[src/rtl/front_panel.sv]
// front_panel: board-side front panel for the 16-bit CPU controller.
// - Two push-buttons: 2-flop synchronizer, then a debouncer, then a
//   registered rising-edge pulse (exec / cpuReset).
// - Data switches: 2-flop synchronizer onto inData.
// - 4-digit multiplexed 7-segment display of the result word, plus
//   phase LEDs.
// Optional feature macro: FRONT_PANEL_DEBUG_VIEW_EN. When it is defined,
// viewSel selects the debug word (IR) as the display source.
module front_panel #(
  parameter logic [15:0] DEBOUNCE_CYCLES = 16'd50000,
  parameter logic [15:0] SCAN_DIV        = 16'd1024
) (
  input  logic        clock,
  input  logic        reset,
  input  logic        btnExec,
  input  logic        btnReset,
  input  logic [15:0] switches,
  input  logic        viewSel,
  input  logic [15:0] result,
  input  logic [15:0] debug,
  input  logic [4:0]  phase,
  output logic        exec,
  output logic        cpuReset,
  output logic [15:0] inData,
  output logic [3:0]  an,
  output logic [6:0]  seg,
  output logic [4:0]  leds
);

  // Active-low hex font, bit order {g,f,e,d,c,b,a}.
  function automatic logic [6:0] hex_font(input logic [3:0] nib);
    logic [6:0] s;
    case (nib)
      4'h0: s = 7'b1000000;
      4'h1: s = 7'b1111001;
      4'h2: s = 7'b0100100;
      4'h3: s = 7'b0110000;
      4'h4: s = 7'b0011001;
      4'h5: s = 7'b0010010;
      4'h6: s = 7'b0000010;
      4'h7: s = 7'b1111000;
      4'h8: s = 7'b0000000;
      4'h9: s = 7'b0010000;
      4'hA: s = 7'b0001000;
      4'hB: s = 7'b0000011;
      4'hC: s = 7'b1000110;
      4'hD: s = 7'b0100001;
      4'hE: s = 7'b0000110;
      default: s = 7'b0001110;
    endcase
    return s;
  endfunction

  // ---------------------------------------------------------------
  // State
  // ---------------------------------------------------------------
  logic        exec_sync1_q, exec_sync1_d;
  logic        exec_sync2_q, exec_sync2_d;
  logic        rst_sync1_q, rst_sync1_d;
  logic        rst_sync2_q, rst_sync2_d;

  logic [15:0] exec_cnt_q, exec_cnt_d;
  logic        exec_stable_q, exec_stable_d;
  logic        exec_stable_dly_q, exec_stable_dly_d;
  logic [15:0] rst_cnt_q, rst_cnt_d;
  logic        rst_stable_q, rst_stable_d;
  logic        rst_stable_dly_q, rst_stable_dly_d;

  logic        exec_pulse_q, exec_pulse_d;
  logic        cpu_reset_pulse_q, cpu_reset_pulse_d;

  logic [15:0] sw_sync1_q, sw_sync1_d;
  logic [15:0] sw_sync2_q, sw_sync2_d;

  logic [15:0] scan_cnt_q, scan_cnt_d;
  logic [1:0]  digit_q, digit_d;
  logic [3:0]  an_q, an_d;
  logic [6:0]  seg_q, seg_d;
  logic [4:0]  leds_q, leds_d;

  logic [15:0] disp_src;
  logic [3:0]  disp_nib;
  logic        exec_rise;
  logic        rst_rise;

  // ---------------------------------------------------------------
  // Display source selection
  // ---------------------------------------------------------------
`ifdef FRONT_PANEL_DEBUG_VIEW_EN
  assign disp_src = viewSel ? debug : result;
`else
  // viewSel and debug have no function in this build.
  logic [16:0] unused_view_inputs;
  assign unused_view_inputs = {viewSel, debug};
  assign disp_src = result;
`endif

  // Two-flop synchronizers for both buttons and the switch bank.
  always_comb begin
    exec_sync1_d = btnExec;
    exec_sync2_d = exec_sync1_q;
    rst_sync1_d  = btnReset;
    rst_sync2_d  = rst_sync1_q;
    sw_sync1_d   = switches;
    sw_sync2_d   = sw_sync1_q;
  end

  // Exec debouncer: count consecutive differing samples, flip on the Nth.
  always_comb begin
    exec_cnt_d    = exec_cnt_q;
    exec_stable_d = exec_stable_q;
    if (exec_sync2_q != exec_stable_q) begin
      if (exec_cnt_q == DEBOUNCE_CYCLES - 16'd1) begin
        exec_stable_d = ~exec_stable_q;
        exec_cnt_d    = 16'd0;
      end else begin
        exec_cnt_d = exec_cnt_q + 16'd1;
      end
    end else begin
      exec_cnt_d = 16'd0;
    end
  end

  // Reset-button debouncer: identical behaviour to the exec debouncer.
  always_comb begin
    rst_cnt_d    = rst_cnt_q;
    rst_stable_d = rst_stable_q;
    if (rst_sync2_q != rst_stable_q) begin
      if (rst_cnt_q == DEBOUNCE_CYCLES - 16'd1) begin
        rst_stable_d = ~rst_stable_q;
        rst_cnt_d    = 16'd0;
      end else begin
        rst_cnt_d = rst_cnt_q + 16'd1;
      end
    end else begin
      rst_cnt_d = 16'd0;
    end
  end

  // Rising-edge pulses. A simultaneous reset press wins over exec, so the
  // two pulses can never be high together.
  always_comb begin
    exec_stable_dly_d = exec_stable_q;
    rst_stable_dly_d  = rst_stable_q;
    exec_rise         = exec_stable_q & ~exec_stable_dly_q;
    rst_rise          = rst_stable_q & ~rst_stable_dly_q;
    cpu_reset_pulse_d = rst_rise;
    exec_pulse_d      = exec_rise & ~rst_rise;
  end

  // Display scan: digit period of SCAN_DIV cycles. an and seg are computed
  // from the next digit so that both change on the same edge.
  always_comb begin
    scan_cnt_d = scan_cnt_q + 16'd1;
    digit_d    = digit_q;
    if (scan_cnt_q == SCAN_DIV - 16'd1) begin
      scan_cnt_d = 16'd0;
      digit_d    = digit_q + 2'd1;
    end
    case (digit_d)
      2'd0:    disp_nib = disp_src[3:0];
      2'd1:    disp_nib = disp_src[7:4];
      2'd2:    disp_nib = disp_src[11:8];
      default: disp_nib = disp_src[15:12];
    endcase
    an_d   = ~(4'b0001 << digit_d);
    seg_d  = hex_font(disp_nib);
    leds_d = phase;
  end

  // State register with synchronous active-high reset.
  always_ff @(posedge clock) begin
    if (reset) begin
      exec_sync1_q      <= 1'b0;
      exec_sync2_q      <= 1'b0;
      rst_sync1_q       <= 1'b0;
      rst_sync2_q       <= 1'b0;
      exec_cnt_q        <= 16'd0;
      exec_stable_q     <= 1'b0;
      exec_stable_dly_q <= 1'b0;
      rst_cnt_q         <= 16'd0;
      rst_stable_q      <= 1'b0;
      rst_stable_dly_q  <= 1'b0;
      exec_pulse_q      <= 1'b0;
      cpu_reset_pulse_q <= 1'b0;
      sw_sync1_q        <= 16'd0;
      sw_sync2_q        <= 16'd0;
      scan_cnt_q        <= 16'd0;
      digit_q           <= 2'd0;
      an_q              <= 4'b1110;
      seg_q             <= 7'b1000000;
      leds_q            <= 5'd0;
    end else begin
      exec_sync1_q      <= exec_sync1_d;
      exec_sync2_q      <= exec_sync2_d;
      rst_sync1_q       <= rst_sync1_d;
      rst_sync2_q       <= rst_sync2_d;
      exec_cnt_q        <= exec_cnt_d;
      exec_stable_q     <= exec_stable_d;
      exec_stable_dly_q <= exec_stable_dly_d;
      rst_cnt_q         <= rst_cnt_d;
      rst_stable_q      <= rst_stable_d;
      rst_stable_dly_q  <= rst_stable_dly_d;
      exec_pulse_q      <= exec_pulse_d;
      cpu_reset_pulse_q <= cpu_reset_pulse_d;
      sw_sync1_q        <= sw_sync1_d;
      sw_sync2_q        <= sw_sync2_d;
      scan_cnt_q        <= scan_cnt_d;
      digit_q           <= digit_d;
      an_q              <= an_d;
      seg_q             <= seg_d;
      leds_q            <= leds_d;
    end
  end

  assign exec     = exec_pulse_q;
  assign cpuReset = cpu_reset_pulse_q;
  assign inData   = sw_sync2_q;
  assign an       = an_q;
  assign seg      = seg_q;
  assign leds     = leds_q;

endmodule

[config.mk]
export PLATFORM = sky130hd
export DESIGN_NAME = front_panel
export DESIGN_NICKNAME = d
export VERILOG_FILES = /design/src/rtl/front_panel.sv
export SDC_FILE = /design/constraint.sdc
export NUM_CORES = 1
export LEC_CHECK = 0
export ABC_AREA = 1
export CORE_ASPECT_RATIO = 1.2
export CORE_MARGIN = 5
export CORE_UTILIZATION = 31
export DETAILED_ROUTE_END_ITERATION = 10
export PLACE_DENSITY = 0.6
export RECOVER_POWER = 50
export SYNTH_ARGS = -nofsm -noshare
export SYNTH_HDL_FRONTEND = slang
export SYNTH_SLANG_ARGS = --single-unit
[constraint.sdc]
create_clock -name clock -period 3.2 [get_ports clock]
set_input_delay 0.48 -clock clock [delete_from_list [all_inputs] [get_ports clock]]
set_output_delay 0.48 -clock clock [all_outputs]
set_load 0.02 [all_outputs]
; Yosys cells after proc, flatten, opt, wreduce, memory -nomap -nowiden
; Memory sizes are Yosys's and may differ from the RTL's. A register that Yosys moved wholly into a read port is not among the register bits.
; Index checks and enable logic that the tools add are counted.
[word_totals]
mem_bits_ro = 112
inputBits = 58
n_memories = 1
wordCells = 50
regBits = 101
[mem_list]
columns = name, depth, word_bits, rd, rd_clocked_by_memory_dff, wr, line
row1 = (no name shown), 16, 7, 1, 1, 0, 33  ; case (nib)
[classes]
shift = 1
eq_ne = 7
n_mux = 2
n_addsub = 4
bitwise_logic = 11
reduce_logical = 6
[op_table]
columns = operator, count
row1 = 16-bit by 1-bit adder with 16-bit output (second input constant), 3
row2 = 16-bit == test (second input constant), 2
row3 = 16-bit by 10-bit == test with 1-bit output (second input constant), 1
row4 = 4-bit one-hot mux with 3 select lines, 1
row5 = 1-bit NOT, 7
row6 = 3-bit OR reduction, 2
row7 = 4-bit NOT, 1
row8 = 2-bit AND reduction, 2
row9 = 1-bit by 2-bit left shift with 4-bit output (first input constant), 1
row10 = 1-bit bitwise AND, 3
row11 = 2-bit by 1-bit adder with 2-bit output (second input constant), 1
row12 = 2-bit by 1-bit == test with 1-bit output (second input constant), 1
row13 = 2-bit == test (second input constant), 1
row14 = 2-bit zero test, 1
row15 = 2-bit 2-to-1 mux, 1
row16 = 1-bit != test, 2
row17 = 2-bit OR reduction, 1

; Logic depth before layout (Yosys ltp)
[depth]
word_depth = 4
mapped_depth = 16
ltp_nobuf = 16

; Worst setup path after synthesis
; Ideal clock, no wire load.
[synth_path]
path_kind = register -> register
from = register scan_cnt_q[0]
to = register seg_q[3], in the netlist seg[3]
setup_time_ns = 0.125
slack_ns = 0.976
path_stages_with_launch = 15
path_buffers = 0
required_ns = 3.075
arrival_time_ns = 2.098
period_less_slack_ns = 2.224
path_cell_list = dfxtp_1 ha_1 nand3_2 nor2_8 nand3_4 nand2_4 nand2_2 or2_2 nand2_1 inv_1 ha_1 nand3_1 nand3_1 nand2_1 nor2_2
[synth_via]
elab_chain_len = 4
[synth_lines]
columns = element, line
row1 = from (decl), 75  ; logic [15:0] scan_cnt_q, scan_cnt_d;
row2 = from (signal assigned), 208  ; scan_cnt_q <= scan_cnt_d;
row3 = 16-bit by 10-bit == test with 1-bit output (*), 156  ; if (scan_cnt_q == SCAN_DIV - 16'd1) begin
row4 = 2-bit 2-to-1 mux (*), 156
row5 = 2-bit == test (tied with other cells), 160  ; case (digit_d)
row6 = 4-bit one-hot mux with 3 select lines (*), 160
row7 = to (decl), 78  ; logic [6:0] seg_q, seg_d;
; Every way passes the cells marked *; elsewhere a longest branch is shown, timed or not.
; A chain may end at the register's enable or synchronous reset.

; Worst setup path in the final report
; Ends and elaborated chain as after synthesis.

==> out/qor.json <==
{
  "finalClockSkew_ns": 0.006044,
  "io_pins": 92,
  "tritoncts": "done",
  "final.min_clock_period_ns": 2.603,
  "dr.pass1.iters": 4,
  "cts_hold_buf": 0,
  "timing.critical_path.from_type": "flop",
  "antenna_violating_nets_post_route": 0,
  "area_growth_pct": 27.97,
  "max_clock_buf_depth": 2,
  "hold_viol": 0,
  "filler_cell_count": 1424,
  "detail_route.wl_per_cell_um": 11.02,
  "vias": 3561,
  "placement.cell_area_mm2": 0.005211,
  "post-synth-top-area-cell": "dfxtp_1",
  "violations": "max-capacitance violations, max-slew violations",
  "initial_core_util_pct": 31.37,
  "synth.area.top_cells": "dfxtp_1 50%, inv_1 8.4%, nor2_1 8.1%, nand2_1 5.4%, nand3_1 4.6%",
  "clock_pin_slew_reported_for_the_worst_setup_and_hold_paths_after_clock_tree_synthesis_ns": 0.07,
  "die_h_um": 139.3,
  "ys_dominant_reg_cell": "dfxtp_1",
  "synth_fp_nets": 615,
  "internal_power_uw": 2134,
  "timing.final.crit_share_pct": 81.33,
  "post_cts_gate_resize_count": 0,
  "p_leak_uw": 0.002276,
  "post-cts-setup-buffer-count": 0,
  "layout-drive-gt1-share_pct": 7.154,
  "first_global_vias": 3407,
  "core_area_mm2": 0.01376,
  "rsz0062_at_grt": "false",
  "post_synth_num_cell_types": 36,
  "p_seq_share_pct": 50.6,
  "buffer_ports.inserted": 74,
  "via_per_inst": 4.451,
  "power_frac_clock_pct": 42.5,
  "cts_num_sinks": 108,
  "max_cap_violations": 1,
  "number_of_pins_exceeding_their_max_slew_limit_in_the_final_report": 53,
  "cts-buffers-inserted": 9,
  "power.share.switching_pct": 22.31,
  "path_max_fanout": 9,
  "power_density_mw_per_mm2": 497.2,
  "global_route.overflow_total": 0,
  "achievable_frequency_mhz": 384.2,
  "groute.usage.overall_pct": 10.80,
  "wirelength_um": 8813,
  "ys_ff_latch": 108,
  "antenna_violations_before_repair": 0,
  "grt_pass1_wl_um": 14900,
  "synth-edff-count": 0,
  "post_synth_inst_count": 548,
  "post-route-worst-setup-slack_ns": 0.5973,
  "yosys.cell_count.top_type": "dfxtp_1",
  "pwr-share-comb_pct": 7.0,
  "placementRows": 47,
  "floorplan.die.width_um": 117.7,
  "fin_tns_setup_ns": 0,
  "max-slew-margin-rel_pct": -54.15,
  "vdd_drop_max_mv": 0.2882,
  "synth.avg_cell_area_um2": 7.877,
  "synth.yosys.warnings": 0,
  "critical_path.endpoint_type": "flop",
  "totalPowerFinal_uw": 2746,
  "worst-setup-path-type": "flop to flop",
  "cts-root-buf": "clkbuf_16",
  "antenna_cells": 0,
  "post_synth_design_cell_area_mm2": 0.004317,
  "timing.final.setup_violations": 0,
  "synth_top_area_share_pct": 50.09,
  "finalWeightedCongestion": 0.8277,
  "synth_seq_area_share_pct": 50.09,
  "synth.top_cells.by_count": "108 x dfxtp_1, 97 x inv_1, 93 x nor2_1, 62 x nand2_1, 40 x nand3_1",
  "stdcell_area_mm2": 0.005524,
  "tightestPinTransition_ns": 2.312,
  "route.detailed.drc": 0,
  "cp_data_arrival_time_ns": 2.75,
  "cts-htree-levels": 3,
  "critical_path_required_ns": 3.34,
  "clk-insertion-delay-late_ns": 0.34,
  "switch_pwr_uw": 612.8,
  "ys_async_sr_fraction_pct": 0,
  "detailedRoute.firstIterationViolations": 162,
  "outcome": "finished with violations",
  "dp.final_hpwl_um": 6568,
  "fin_nets": 691,
  "floorplan.die_area_mm2": 0.01639,
  "maximum_number_of_pins_on_one_net_before_global_route_repair": 53,
  "placement.setup.worst_slack_ns": 0.6621,
  "class_of_the_tightest_hold_or_removal_check": "flop to flop"
}
-- state kept, by name, indices dropped and copies added (netlist names) --
name,count
rst_cnt_q,16
an,4
rst_sync1_q,1
rst_stable_dly_d,1
exec_stable_dly_d,1
cpuReset,1
rst_sync2_q,1
inData,16
exec_sync1_q,1
scan_cnt_q,16
seg,7
leds,5
exec_stable_dly_q,1
exec_cnt_q,16
rst_stable_dly_q,1
digit_q,2
exec_sync2_q,1
exec,1
sw_sync1_q,16
-- power groups by stage --
stage	Combinational, uW	Clock [uW]	Sequential (uW)
finish	191	1170	1390
global route	212	1260	1390
CTS	197	1200	1390
detailed placement	196	0	1420
global placement	193	0	1420
floorplan	74.5	0	1440
-- area by class of cell --
class / count / area, um^2 / area share, %
clock buffer: 11 / 252.7 / 4.575
timing repair buffer: 75 / 738.2 / 13.36
clock inverter: 5 / 65.06 / 1.178
tap: 171 / 214.0 / 3.873
inverter: 100 / 377.9 / 6.840
sequential: 108 / 2162 / 39.14
multi-input combinational: 330 / 1714 / 31.03
-- cell usage in the layout, fill, tap and decap left out, types with 2 or more instances in the layout --
| cell | count |
|---|---|
| o21ai_1 | 2 |
| inv_6 | 3 |
| clkdlybuf4s50_1 | 55 |
| nor3b_1 | 3 |
| nand3_2 | 4 |
| clkbuf_1 | 2 |
| a31oi_1 | 2 |
| nand2_2 | 7 |
| nor3_2 | 2 |
| nand3_1 | 40 |
| nor4_1 | 5 |
| nand4_1 | 10 |
| o21a_1 | 5 |
| ha_1 | 9 |
| nor2_1 | 93 |
| o21ai_0 | 13 |
| or2_2 | 4 |
| clkbuf_16 | 9 |
| xnor2_1 | 4 |
| a21oi_1 | 30 |
| nor3_1 | 18 |
| clkbuf_8 | 2 |
| nand2_1 | 62 |
| xor2_1 | 5 |
| dlygate4sd3_1 | 18 |
| dfxtp_1 | 108 |
| inv_1 | 97 |
| nand2_4 | 4 |
-- kinds of logic (layout without fill, tap and decap cells) --
| family | count (synthesis) | count (layout) | synth area share (%) |
|---|---|---|---|
| AND/OR/NAND/NOR | 259 | 259 | 28.70 |
| buffers and inverters | 110 | 191 | 10.20 |
| flip-flops | 108 | 108 | 50.09 |
| AO/OA/AOI/OAI | 53 | 53 | 6.580 |
| adder cells (fa/ha/maj) | 9 | 9 | 2.609 |
| XOR/XNOR | 9 | 9 | 1.826 |
-- critical path: stages (launching register included) --
cell and delay [ns]:
dfxtp_1 0.36, ha_1 0.21, nand3_2 0.18, nor2_8 0.20, nand3_4 0.09, nand2_4 0.12, nand2_2 0.07, or2_2 0.28
nand2_1 0.19, inv_1 0.12, ha_1 0.22, nand3_1 0.13, nand3_1 0.11, nand2_1 0.10, nor2_2 0.04
-- path summary, 6_finish.rpt --
path / from / end / slack [ns] / cells past startpoint
worst max-delay path: scan_cnt_q[0]$_SDFF_PP0_ / seg[3]$_SDFF_PP0_ / 0.60 / 14
worst max register to register: scan_cnt_q[0]$_SDFF_PP0_ / seg[3]$_SDFF_PP0_ / 0.60 / 14
worst min-delay path: exec_stable_dly_q$_SDFF_PP0_ / exec$_SDFF_PP0_ / 0.39 / 1
worst min register to register: exec_stable_dly_q$_SDFF_PP0_ / exec$_SDFF_PP0_ / 0.39 / 1
-- metal layers --
metal	track usage, %	part of all wire, %	vias up
met1	12.11	43	1617
met5	0	0	-
li1	-	-	1859
met3	4.302	7.7	8
met2	18.27	48	77
met4	4.408	1.2	0
-- stage by stage --
step / utilization, % / instances / hold WS [ns]
finish: 40.14 / 800 / 0.3916
global route: 40.14 / 800 / 0.4162
CTS: 40.18 / 800 / 0.3992
detailed placement: 37.87 / 784 / 0.3900
global placement: 37.87 / 784 / 0.3880
floorplan: - / 548 / 0.3682
Note: power is estimated with default switching activity, not from simulation.
